`config.mk`:
```
export PLATFORM = sky130hd
export DESIGN_NAME = asym_fifo_narrow_to_wide_flat
export DESIGN_NICKNAME = d
export VERILOG_FILES = /design/src/rtl/asym_fifo_narrow_to_wide_if.sv /design/src/rtl/asym_fifo_narrow_to_wide.sv /design/src/flat_wrapper.sv
export SDC_FILE = /design/constraint.sdc
export NUM_CORES = 1
export LEC_CHECK = 0
export CAP_MARGIN = 20
export CORE_MARGIN = 2
export CORE_UTILIZATION = 40
export CTS_BUF_LIST = sky130_fd_sc_hd__clkbuf_8
export CTS_CLUSTER_DIAMETER = 40
export DETAILED_ROUTE_END_ITERATION = 10
export SETUP_SLACK_MARGIN = 0.02
export SLEW_MARGIN = 20
export SYNTH_ARGS = -nofsm -noshare
export SYNTH_HDL_FRONTEND = slang
export SYNTH_SLANG_ARGS = --single-unit
```
`constraint.sdc`:
```
create_clock -name clk -period 5.39 [get_ports clk]
set_input_delay 0.539 -clock clk [delete_from_list [all_inputs] [get_ports clk]]
set_output_delay 0.539 -clock clk [all_outputs]
set_load 0.02 [all_outputs]
```
`src/rtl/asym_fifo_narrow_to_wide_if.sv`:
```
// rtl/asym_fifo_narrow_to_wide_if.sv - handshake bundle for the narrow-to-wide FIFO
interface asym_fifo_narrow_to_wide_if #(
    parameter int WIDTHN     = 4,
    parameter int WIDTHW     = 16,
    parameter int ADDRWIDTHW = 6
);
    localparam int LANEW = $clog2(WIDTHW / WIDTHN);

    logic                  flush;
    logic                  wr_valid;
    logic                  wr_ready;
    logic [WIDTHN-1:0]     wr_data;
    logic                  rd_valid;
    logic                  rd_ready;
    logic [WIDTHW-1:0]     rd_data;
    logic [ADDRWIDTHW:0]   level;
    logic [LANEW-1:0]      lane;

    modport master (
        output flush, wr_valid, wr_data, rd_ready,
        input  wr_ready, rd_valid, rd_data, level, lane
    );

    modport slave (
        input  flush, wr_valid, wr_data, rd_ready,
        output wr_ready, rd_valid, rd_data, level, lane
    );
endinterface

```
`src/rtl/asym_fifo_narrow_to_wide.sv`:
```
// rtl/asym_fifo_narrow_to_wide.sv - narrow-write / wide-read FIFO, lane packing order set by ASYM_FIFO_MSB_FIRST_EN
module asym_fifo_narrow_to_wide #(
    parameter int WIDTHN     = 4,
    parameter int WIDTHW     = 16,
    parameter int DEPTHW     = 64,
    parameter int ADDRWIDTHW = 6
) (
    input logic clk,
    input logic reset_n,
    asym_fifo_narrow_to_wide_if.slave bus
);
    localparam int RATIO  = WIDTHW / WIDTHN;
    localparam int LANEW  = $clog2(RATIO);
    localparam int LEVELW = ADDRWIDTHW + 1;

    logic [WIDTHW-1:0]     mem [DEPTHW];
    logic [ADDRWIDTHW-1:0] wrPtr;
    logic [ADDRWIDTHW-1:0] rdPtr;
    logic [LEVELW-1:0]     level;
    logic [LANEW-1:0]      lane;
    logic [WIDTHW-1:0]     packReg;
    logic [WIDTHW-1:0]     rdData;
    logic                  rdValid;
    logic                  armed;

    logic                  wrReady;
    logic                  wrAccept;
    logic                  wrComplete;
    logic                  rdPop;
    logic                  ramRead;
    logic [LEVELW-1:0]     ramCount;
    logic [LANEW-1:0]      laneSel;
    logic [WIDTHW-1:0]     packNext;

    // The completing lane is only refused when RAM and output register are both full.
    assign wrReady    = armed && ((level != LEVELW'(DEPTHW + 1)) || (lane != LANEW'(RATIO - 1)));
    assign wrAccept   = bus.wr_valid && wrReady;
    assign wrComplete = wrAccept && (lane == LANEW'(RATIO - 1));
    assign rdPop      = rdValid && bus.rd_ready;
    assign ramCount   = level - LEVELW'(rdValid);
    assign ramRead    = (ramCount != '0) && (!rdValid || bus.rd_ready);

`ifdef ASYM_FIFO_MSB_FIRST_EN
    assign laneSel = ~lane;
`else
    assign laneSel = lane;
`endif

    always_comb begin
        packNext = packReg;
        packNext[laneSel*WIDTHN +: WIDTHN] = bus.wr_data;
    end

    always_ff @(posedge clk) begin
        if (wrComplete && !bus.flush) begin
            mem[wrPtr] <= packNext;
        end
    end

    always_ff @(posedge clk or negedge reset_n) begin
        if (!reset_n) begin
            wrPtr   <= '0;
            rdPtr   <= '0;
            level   <= '0;
            lane    <= '0;
            packReg <= '0;
            rdData  <= '0;
            rdValid <= 1'b0;
            armed   <= 1'b0;
        end else begin
            armed <= 1'b1;
            if (bus.flush) begin
                // rdData deliberately keeps its last value.
                wrPtr   <= '0;
                rdPtr   <= '0;
                level   <= '0;
                lane    <= '0;
                packReg <= '0;
                rdValid <= 1'b0;
            end else begin
                if (wrAccept) begin
                    lane    <= lane + LANEW'(1);
                    packReg <= packNext;
                    if (wrComplete) begin
                        wrPtr <= wrPtr + ADDRWIDTHW'(1);
                    end
                end
                if (ramRead) begin
                    rdData  <= mem[rdPtr];
                    rdPtr   <= rdPtr + ADDRWIDTHW'(1);
                    rdValid <= 1'b1;
                end else if (rdPop) begin
                    rdValid <= 1'b0;
                end
                level <= level + LEVELW'(wrComplete) - LEVELW'(rdPop);
            end
        end
    end

    assign bus.wr_ready = wrReady;
    assign bus.rd_valid = rdValid;
    assign bus.rd_data  = rdData;
    assign bus.level    = level;
    assign bus.lane     = lane;
endmodule

```
`src/flat_wrapper.sv`:
```
// flat-port wrapper written by rule: the top's interface ports become plain ports
module asym_fifo_narrow_to_wide_flat 
#(
    parameter int WIDTHN     = 4,
    parameter int WIDTHW     = 16,
    parameter int DEPTHW     = 64,
    parameter int ADDRWIDTHW = 6
)
  (clk, reset_n, bus_flush, bus_wr_valid, bus_wr_data, bus_rd_ready, bus_wr_ready, bus_rd_valid, bus_rd_data, bus_level, bus_lane);
  asym_fifo_narrow_to_wide_if #(.WIDTHN(WIDTHN), .WIDTHW(WIDTHW), .ADDRWIDTHW(ADDRWIDTHW)) bus_i ();
  input logic clk;
  input logic reset_n;
  input wire logic [$bits(bus_i.flush)-1:0] bus_flush;
  input wire logic [$bits(bus_i.wr_valid)-1:0] bus_wr_valid;
  input wire logic [$bits(bus_i.wr_data)-1:0] bus_wr_data;
  input wire logic [$bits(bus_i.rd_ready)-1:0] bus_rd_ready;
  output wire logic [$bits(bus_i.wr_ready)-1:0] bus_wr_ready;
  output wire logic [$bits(bus_i.rd_valid)-1:0] bus_rd_valid;
  output wire logic [$bits(bus_i.rd_data)-1:0] bus_rd_data;
  output wire logic [$bits(bus_i.level)-1:0] bus_level;
  output wire logic [$bits(bus_i.lane)-1:0] bus_lane;
  assign bus_i.flush = bus_flush;
  assign bus_i.wr_valid = bus_wr_valid;
  assign bus_i.wr_data = bus_wr_data;
  assign bus_i.rd_ready = bus_rd_ready;
  assign bus_wr_ready = bus_i.wr_ready;
  assign bus_rd_valid = bus_i.rd_valid;
  assign bus_rd_data = bus_i.rd_data;
  assign bus_level = bus_i.level;
  assign bus_lane = bus_i.lane;
  asym_fifo_narrow_to_wide #(.WIDTHN(WIDTHN), .WIDTHW(WIDTHW), .DEPTHW(DEPTHW), .ADDRWIDTHW(ADDRWIDTHW)) u_core (.clk(clk), .reset_n(reset_n), .bus(bus_i));
endmodule
```
After elaboration in Yosys (flattened, before gate mapping):

Memory sizes are Yosys's and may differ from the RTL's. A register that Yosys moved wholly into a read port is not among the register bits.
Cells that the tools add are included.

* output and inout bits: 27
* input bits: 9
* ROM bits: 0
* memory bits (writable): 1024
* bits in latches: 0
* memories kept: 1
* bits in registers: 39
* logic and storage cells: 55

Memories
* u_core.mem: depth 64, width 16, read ports 1, clocked after Yosys merged registers in 1, wr ports 1, RTL line asym_fifo_narrow_to_wide.sv:16 `logic [WIDTHW-1:0] mem [DEPTHW];`

* magnitude comparators: 0
* divide/modulo/power cells: 0
* reductions and logical operators: 18
* bitwise operators: 1
* multipliers: 0
* eq/ne operators: 3
* add/subtract/negate cells: 7
* mux-type cells: 16
* shift-type cells: 2

Operators by type and width (number)
* $neg 4->34: 1
* $shift 4x34->16 const A: 1
* $shiftx 4x34->16: 1
* $mux 16: 2
* $mux 6: 5
* $bwmux 16: 1
* $sub 7x1->7: 2
* $add 6x1->6 const B: 2
* $add 7x1->7: 1
* $mux 7: 1
* $ne 7x7->1 const B: 1
* $reduce_bool 7->1: 1
* $logic_and 1x1->1: 6
* $reduce_bool 2->1: 3
* $mux 1: 5
* $mux 2: 2
* $reduce_and 2->1: 2
* $logic_not 1->1: 3
* $reduce_bool 3->1: 1
* $add 2x1->2 const B: 1
* $eq 2x2->1 const B: 1
* $logic_or 1x1->1: 2
* $ne 2x2->1 const B: 1
* $not 1->1: 1

Logic depth before layout (Yosys ltp):

Gate-level depths: netlist of run 1.

* depth in word-level cells: 8
* depth in mapped cells: 16
* gate-level depth less buffers: 16

Worst setup path after synthesis of run 1:

OpenSTA, ideal clock, no wires.

* path type: register to register
* from: reg u_core.lane[0] (netlist: u_core.bus.lane[0])
* to: mem u_core.mem[0][0], data pin
* clock period less this slack: 4.269 ns
* path buffers: 0
* data arrival time: 3.558 ns
* library setup time: 0.711 ns
* stages on the path, launching flop included: 4
* setup slack: 1.121 ns
* data required time: 4.679 ns
* cells stage by stage: dfrtp_1 inv_1 ha_1 o21ai_0

* word-level cells in the longest chain between the ends: 3
* elaborated cells on any way between the ends: 4
* those cells by class: add/sub (1); shift (2); mux (1)

RTL lines
* start: declaration: RTL line asym_fifo_narrow_to_wide.sv:20 `logic [LANEW-1:0] lane;`
* start signal: assignment: RTL line asym_fifo_narrow_to_wide.sv:82 `lane <= lane + LANEW'(1);`
* $neg 4->34 (*): RTL line asym_fifo_narrow_to_wide.sv:51 `packNext[laneSel*WIDTHN +: WIDTHN] = bus.wr_data;`
* $shiftx 4x34->16 / $shift 4x34->16 (equally long branches): RTL line asym_fifo_narrow_to_wide.sv:51
* $bwmux 16 (*): RTL line asym_fifo_narrow_to_wide.sv:51
* net u_core.packNext[0]: RTL line asym_fifo_narrow_to_wide.sv:33 `logic [WIDTHW-1:0] packNext;`
* end: declaration: RTL line asym_fifo_narrow_to_wide.sv:16

The timed path passes the listed nets; every way through them passes the cells marked *.

Worst setup path after layout of run 1:

* from: reg u_core.lane[0] (netlist: u_core.bus.lane[0])
* to: reg u_core.level[6] (netlist: u_core.bus.level[6])

* word-level cells in the longest chain between the ends: 8
* elaborated cells on any way between the ends: 9
* those cells by class: add/sub (2); eq/ne (2); mux (1); reduce/logical (4)

RTL lines
* $ne 2x2->1: RTL line asym_fifo_narrow_to_wide.sv:36 `assign wrReady = armed && ((level != LEVELW'(DEPTHW + 1)) || (lane != LANEW'(RATIO - 1)));`
* $logic_or 1x1->1: RTL line asym_fifo_narrow_to_wide.sv:36
* $logic_and 1x1->1: RTL line asym_fifo_narrow_to_wide.sv:36
* $logic_and 1x1->1: RTL line asym_fifo_narrow_to_wide.sv:37 `assign wrAccept = bus.wr_valid && wrReady;`
* $logic_and 1x1->1 (*): RTL line asym_fifo_narrow_to_wide.sv:38 `assign wrComplete = wrAccept && (lane == LANEW'(RATIO - 1));`
* $add 7x1->7 (*): RTL line asym_fifo_narrow_to_wide.sv:95 `level <= level + LEVELW'(wrComplete) - LEVELW'(rdPop);`
* $sub 7x1->7 (*): RTL line asym_fifo_narrow_to_wide.sv:95
* $mux 7 (*): RTL line asym_fifo_narrow_to_wide.sv:72 `if (bus.flush) begin`
* end signal: assignment: RTL line asym_fifo_narrow_to_wide.sv:95
* end: declaration: RTL line asym_fifo_narrow_to_wide.sv:19 `logic [LEVELW-1:0] level;`

Mark *: on every way between the ends. The rest lies on a longest branch, timed or not.
A chain may end at the register's enable or synchronous reset.

==> metrics.csv, run 1 <==
stage;metric;value;unit
synth;synth-adder-area-share;0.00720;
synth;synth_cell_types;53;
sta;setup_viol;0;
synth;yosys.area_share.simple;0.0315;
critical_path;crit_required;6.11;ns
clock_network;clk_latency;0.84;ns
critical_path;slowest_delay;0.53;ns
synth;synth-seq-cells;1079;
synth;syn_area;42800;sq um
outcome;status;complete, no violations;
synth;yosysWarnings;0;
cells_and_area;nNetsFinal;2452;
synth;seq_area_frac_synth;0.751;
clock_network;cts_sinks;1079;
synth;synth_compound_area_frac;0.0367;
power_and_ir_drop;cellPowerDensity;385;nW/um^2
sta;fin_crit_sh;0.736;
clock_network;cts_tree;built;
sta;hold_ws;0.432;ns
clock_network;clk_pin_slew_worst_paths;0.06;ns
global_routing;grt_first_pass_wirelength;149000;microns
sta;slew_headroom;0.254;
placement;placed_cell_area;45400;sq um
sta;rsz0062_at_grt;no;
synth;synth_top_family_by_area;multiplexers;
detailed_routing;drt-total-wl;102000;microns
clock_network;cts_root_buf;clkbuf_8;
critical_path;reg2reg_from;u_core.bus.lane[0];
detailed_routing;drt-vias-per-instance;5.47;
critical_path;worst-r2r-setup-slack;1.42;ns
sta;final_hold_viol_count;0;
detailed_routing;firstDrtPassIters;7;
critical_path;setup.worst_path.start_class;flip-flop;
global_routing;antenna_found_initial;1;
sta;fmax;252;MHz
sta;skew;0.0380;ns
synth;yosysTopAreaCell;edfxtp_1;
sta;setup_tns;0;ns
detailed_routing;drc;0;
clock_network;htreeDepth;4;
cells_and_area;drive_gt1_frac;0.220;
cells_and_area;area_growth_syn_to_layout;13.7;%
critical_path;crit_slowest_cell;dfrtp_1;
floorplanning;rows;119;
detailed_routing;antenna_left;0;
cells_and_area;postLayoutCellArea;48600;sq um
power_and_ir_drop;p_leak;15.6;nW
floorplanning;io_pins;36;
placement;post-dp-hpwl;59200;microns
run;maxCapViolCount;0;
sta;worst_pin_slew;1.11;ns
critical_path;criticalPathCategory;flip-flop to flip-flop;
clock_network;max-clock-path-buffers;3;
critical_path;r2r_end;u_core.bus.level[6];
synth;post_synth.cell_area_avg;19.2;sq um
synth;synth_edf_count;1024;
global_routing;grt_max_degree;85;
clock_network;postCtsHoldBufs;1;
critical_path;cp_top_family;simple AND/OR/NAND/NOR gates;
placement;portBuffers;35;
synth;synthFlopType;edfxtp_1;
global_routing;grt_use_total;0.188;
synth;syn_inst;2226;
critical_path;crit_arrival;4.69;ns
clock_network;post_cts_buffers;0;
power_and_ir_drop;ir_drop;0.000213;V
floorplanning;die_area;110000;sq um
detailed_routing;drt_iter0_drc;2025;
global_routing;grt_pass1_vias;22198;
sta;setup_ws;1.42;ns
clock_network;cts_buffers;176;
cells_and_area;multi_input_comb_area;10200;sq um
floorplanning;die_x;331;microns
worst_hold_path;hold_class;input port to async pin;
synth;yosys.area.top_type_share;0.719;
floorplanning;core_area;106000;sq um
synth;syn-num-nets;2259;
sta;drv_slew;0;
floorplanning;start_util;0.404;
critical_path;critical_path.cell_chain;ha_1, nand4b_1, nor2_1, nor2_1, buf_4, nand2_1, inv_1, ha_1, fa_1, nor2b_1, o21ai_0, nor2b_1, or2_2, a21oi_1, or3_1, a21oi_1;
placement;place_ws;1.43;ns
cells_and_area;seq_area;32100;sq um
placement;place.gp.congestion;0.816;
floorplanning;die_y;331;microns
sta;period_needed;3.97;ns
synth;synthArstFlopShare;0.0510;
detailed_routing;num_vias;21589;
cells_and_area;fillers;8969;
global_routing;grt-ovfl-total;0;
detailed_routing;wl_per_cell;25.8;microns
critical_path;path_buf_inv;2;
critical_path;worstSetupStartpoint;u_core.bus.lane[0];
synth;synth_area_leaders;edfxtp_1 (72%), mux4_2 (9.3%), mux2i_1 (5.2%), dfrtp_1 (3.2%), a22oi_1 (1.1%);
synth;muxShareOfSynthArea;0.154;
cells_and_area;postLayoutCoreUtil;0.460;
critical_path;end_kind;flip-flop;
synth;synthXorXnorAreaFrac;0.00348;
critical_path;crit_fanout;16;
critical_path;worstRegToRegCells;16;
clock_network;post_cts_resized;0;
## registers in the layout (all words and copies together) (netlist names), 2 cells and up
| name | flops |
|---|---|
| u_core.packReg | 16 |
| u_core.rdPtr | 6 |
| u_core.mem | 1024 |
| u_core.bus.level | 7 |
| u_core.bus.lane | 2 |
| u_core.wrPtr | 6 |
| u_core.bus.rd_data | 16 |
## cell type report
| cell class | instances | share of cell area |
|---|---|---|
| Clock buffer | 185 | 0.0524 |
| Timing Repair Buffer | 141 | 0.0260 |
| Multi-Input combinational cell | 988 | 0.209 |
| Antenna cell | 5 | 0.000257 |
| Inverter | 33 | 0.00255 |
| Tap cell | 1391 | 0.0358 |
| Sequential cell | 1079 | 0.661 |
| Clock inverter | 126 | 0.0127 |
## report_power, final
| part | internal, mW | total (mW) | switching (mW) | leakage [nW] |
|---|---|---|---|---|
| clock | 3.27 | 6.40 | 3.14 | 1.86 |
| combinational | 1.24 | 2.87 | 1.63 | 3.61 |
| sequential | 9.26 | 9.44 | 0.183 | 10.1 |
## cell usage after synthesis (23+ instances only)
master and count:
nand3_1 34, o21ai_0 53, a21oi_1 55, mux2i_1 222, dfrtp_1 55, edfxtp_1 1024, nor2b_1 25, ha_1 23
inv_1 31, a41oi_1 24, clkbuf_1 63, mux4_2 176, nand2_1 64, buf_2 39, nor2_1 94, a22oi_1 64
## worst max path at each step
stage / end / slack [ns] / cells past startpoint
2_1_floorplan: u_core.mem[0][0] / 1.12 / 3
3_3_place_gp: u_core.bus.level[6] / 1.43 / 16
3_5_place_dp: u_core.bus.level[6] / 1.43 / 16
4_1_cts: u_core.bus.level[6] / 1.40 / 16
5_1_grt: u_core.bus.level[6] / 1.05 / 16
6_report: u_core.bus.level[6] / 1.42 / 16
## stage by stage
step           cells  power [mW]
6_report        3948        18.7
5_1_grt         3948        19.5
4_1_cts         3942        18.9
3_5_place_dp    3630        12.5
3_3_place_gp    3630        12.5
2_1_floorplan   2226        11.5
## placed cells by master (no fill, tap or decap), types with 26 or more instances in the layout
cell and n:
edfxtp_1 1024, buf_4 96, clkbuf_8 185, nor2_1 92, mux4_2 176, nand3_1 34
clkdlybuf4s50_1 34, dfrtp_1 51, a21oi_1 55, mux2i_1 222, a22oi_1 64, clkinv_1 26
nand2_1 64, o21ai_0 37, inv_1 100
## worst register-to-register path, delay by kind of cell, from the launching register on
family          cells  cell delay, ns
compound gates      3            0.38
fa+ha+maj           3            0.95
buf+inv             2            0.36
flops               1            0.53
simple gates        8            1.67
## logic make-up (layout without fill, tap and decap cells)
logic type / after synthesis / after routing
buf+inv: 159 / 485
compound gates: 238 / 238
flops: 1079 / 1079
simple gates: 278 / 278
other cells: 1 / 6
xor+xnor: 17 / 17
fa+ha+maj: 24 / 24
mux: 430 / 430
## routing by layer
metal | track usage | wire length (microns) | vias up
met5 | 0 | 0 | -
met4 | 0.0643 | 2450 | 0
met3 | 0.0370 | 6640 | 138
met2 | 0.299 | 49300 | 760
met1 | 0.260 | 43400 | 11290
li1 | - | - | 9401
Note: power is estimated with default switching activity, not from simulation.
==> inputs of run 2 (changes only) <==
clock period = 3.2 ns   (was 5.39 ns; I/O delays follow)
==> metrics.csv, run 2 (synthesized netlist as in run 1, its figures left out) <==
stage;metric;value;unit
outcome;status;complete, no violations;
global_routing;grt-ovfl-total;0;
floorplanning;core_area;106000;sq um
detailed_routing;drt-vias-per-instance;5.44;
sta;rsz0062_at_grt;no;
detailed_routing;wl_met3;6290;microns
detailed_routing;drt_iter0_drc;2477;
detailed_routing;met2_length;51500;microns
cells_and_area;area_growth_syn_to_layout;19.0;%
power_and_ir_drop;p_clk_frac;0.348;
sta;drv_slew;0;
critical_path;setup.worst_path.start_class;flip-flop;
power_and_ir_drop;total_power;32.6;mW
clock_network;clk_pin_slew_worst_paths;0.06;ns
detailed_routing;wl_per_cell;26.0;microns
sta;setup_ws;0.167;ns
sta;skew;0.0511;ns
worst_hold_path;hold_class;input port to async pin;
clock_network;cts_tree;built;
power_and_ir_drop;pwr-share-comb;0.168;
power_and_ir_drop;p_int;23.9;mW
cells_and_area;top_register;u_core.mem;
global_routing;grt_first_pass_wirelength;153000;microns
detailed_routing;drc;0;
sta;final_hold_viol_count;0;
global_routing;antenna_found_initial;2;
power_and_ir_drop;cellPowerDensity;642;nW/um^2
cells_and_area;fillers;8672;
clock_network;cts_sinks;1079;
placement;post-dp-hpwl;63800;microns
placement;placed_cell_area;47300;sq um
critical_path;crit_required;3.95;ns
cells_and_area;nNetsFinal;2560;
placement;place.gp.congestion;0.841;
power_and_ir_drop;ir_drop;0.000418;V
clock_network;max-clock-path-buffers;3;
sta;worst_pin_slew;1.10;ns
placement;portBuffers;35;
detailed_routing;firstDrtPassIters;5;
cells_and_area;layout_common_cells;edfxtp_1 (1024), mux2i_1 (222), clkbuf_8 (191);
critical_path;end_kind;flip-flop;
power_and_ir_drop;switching_share;0.268;
detailed_routing;wl_met1;45300;microns
power_and_ir_drop;p_leak;16.5;nW
detailed_routing;antenna_left;0;
sta;slew_headroom;0.264;
critical_path;crit_slowest_cell;mux4_2;
power_and_ir_drop;switching_power;8.74;mW
run;maxCapViolCount;0;
sta;fmax;330;MHz
critical_path;critical_path.cell_chain;buf_12, buf_12, mux4_2, mux2i_1, o21ai_0, a21oi_1, buf_4, a41oi_1, mux2_1;
sta;period_needed;3.03;ns
critical_path;crit_arrival;3.78;ns
power_and_ir_drop;seq_power_share;0.484;
detailed_routing;num_vias;22113;
clock_network;htreeDepth;4;
placement;place_ws;-0.0328;ns
critical_path;cp_top_family;multiplexers;
floorplanning;io_pins;36;
global_routing;grt_max_degree;70;
floorplanning;start_util;0.404;
cells_and_area;largest_reg_flops;1024;
clock_network;cts_buffers;177;
detailed_routing;highest_layer;met4;
critical_path;crit_fanout;13;
floorplanning;die_x;331;microns
detailed_routing;drt-total-wl;106000;microns
floorplanning;rows;119;
critical_path;path_buf_inv;3;
cells_and_area;postLayoutCellArea;50900;sq um
critical_path;critPathMostFrequentCell;buf_12;
floorplanning;die_y;331;microns
global_routing;grt_use_total;0.195;
critical_path;criticalPathCategory;flip-flop to flip-flop;
global_routing;grt_pass1_vias;22618;
critical_path;slowest_delay;0.51;ns
clock_network;cts_root_buf;clkbuf_8;
clock_network;clk_latency;0.86;ns
cells_and_area;drive_gt1_frac;0.263;
sta;fin_crit_sh;0.948;
cells_and_area;final_common_cell;edfxtp_1;
sta;setup_viol;0;
floorplanning;die_area;110000;sq um
run 2: cell types whose count changed in the layout (fill, tap and decap cells not counted), sizes merged, moves of 2 or more:
cell,before,now
clkinv,43,46
clkinvlp,8,6
buf,106,213
clkbuf,185,191
diode,5,2
inv,106,109
run 2: worst paths after layout:
kind	cells past startpoint	to	slack, ns	startpoint
hold reg to reg	2	u_core.packReg[3]	0.52	u_core.packReg[3]
setup reg to reg	9	u_core.bus.rd_data[1]	0.17	u_core.rdPtr[0]
min in group clk	3	u_core.packReg[14]	0.32	bus_flush
setup / recovery	9	u_core.bus.rd_data[1]	0.17	u_core.rdPtr[0]
max in group asynchronous	3	u_core.bus.rd_data[3]	2.42	reset_n
hold / removal	2	u_core.bus.rd_data[4]	0.05	reset_n
run 2: what timing repair did:
action / CTS / global route
setup buffers: 0 / 6
pin swaps: 1 / 1
setup endpoints to repair: 1 / 73
hold endpoints to repair: 40 / 0
hold buffers: 1 / 0
resized for setup: 3 / 6
run 2: layout make-up:
type,instances,area (sq um),share of cell area
flip-flops and latches,1079,32100,0.632
multi-input cells,988,10300,0.202
repair buffers,248,3210,0.0630
clock buffers,191,2630,0.0517
well taps,1391,1740,0.0342
clock inverters,131,757,0.0149
inverters,33,126,0.00248
diodes,2,5.00,0.0000984
run 2: worst register-to-register path, stage by stage (launching register included):
cell     delay (ns)
dfrtp_4        0.50
buf_12         0.20
buf_12         0.20
mux4_2         0.51
mux2i_1        0.38
o21ai_0        0.31
a21oi_1        0.32
buf_4          0.17
a41oi_1        0.03
mux2_1         0.30
run 2: per-stage QoR:
stage | setup TNS, ns | cells | hold WS (ns) | utilization
after detailed placement | -0.0328 | 3729 | 0.512 | 0.448
after global placement | 0 | 3728 | 0.503 | 0.447
after CTS | 0 | 4052 | 0.213 | 0.480
after global routing | 0 | 4063 | 0.0630 | 0.481
final | 0 | 4063 | 0.0473 | 0.481
after floorplan | -223.63 | 2226 | 0.0244 | -
run 2: power by group through the flow:
stage | Sequential (mW) | Combinational (mW) | Clock (mW)
CTS | 15.8 | 5.46 | 11.6
floorplan | 16.1 | 3.28 | 0
finish | 15.8 | 5.47 | 11.4
detailed placement | 16.1 | 5.43 | 0
global placement | 16.1 | 5.35 | 0
global route | 15.8 | 5.82 | 12.3
run 2: per-layer routing:
metal,global-route usage,vias up
li1,-,9638
met1,0.267,11630
met2,0.316,693
met3,0.0391,152
met4,0.0594,0
met5,0,-
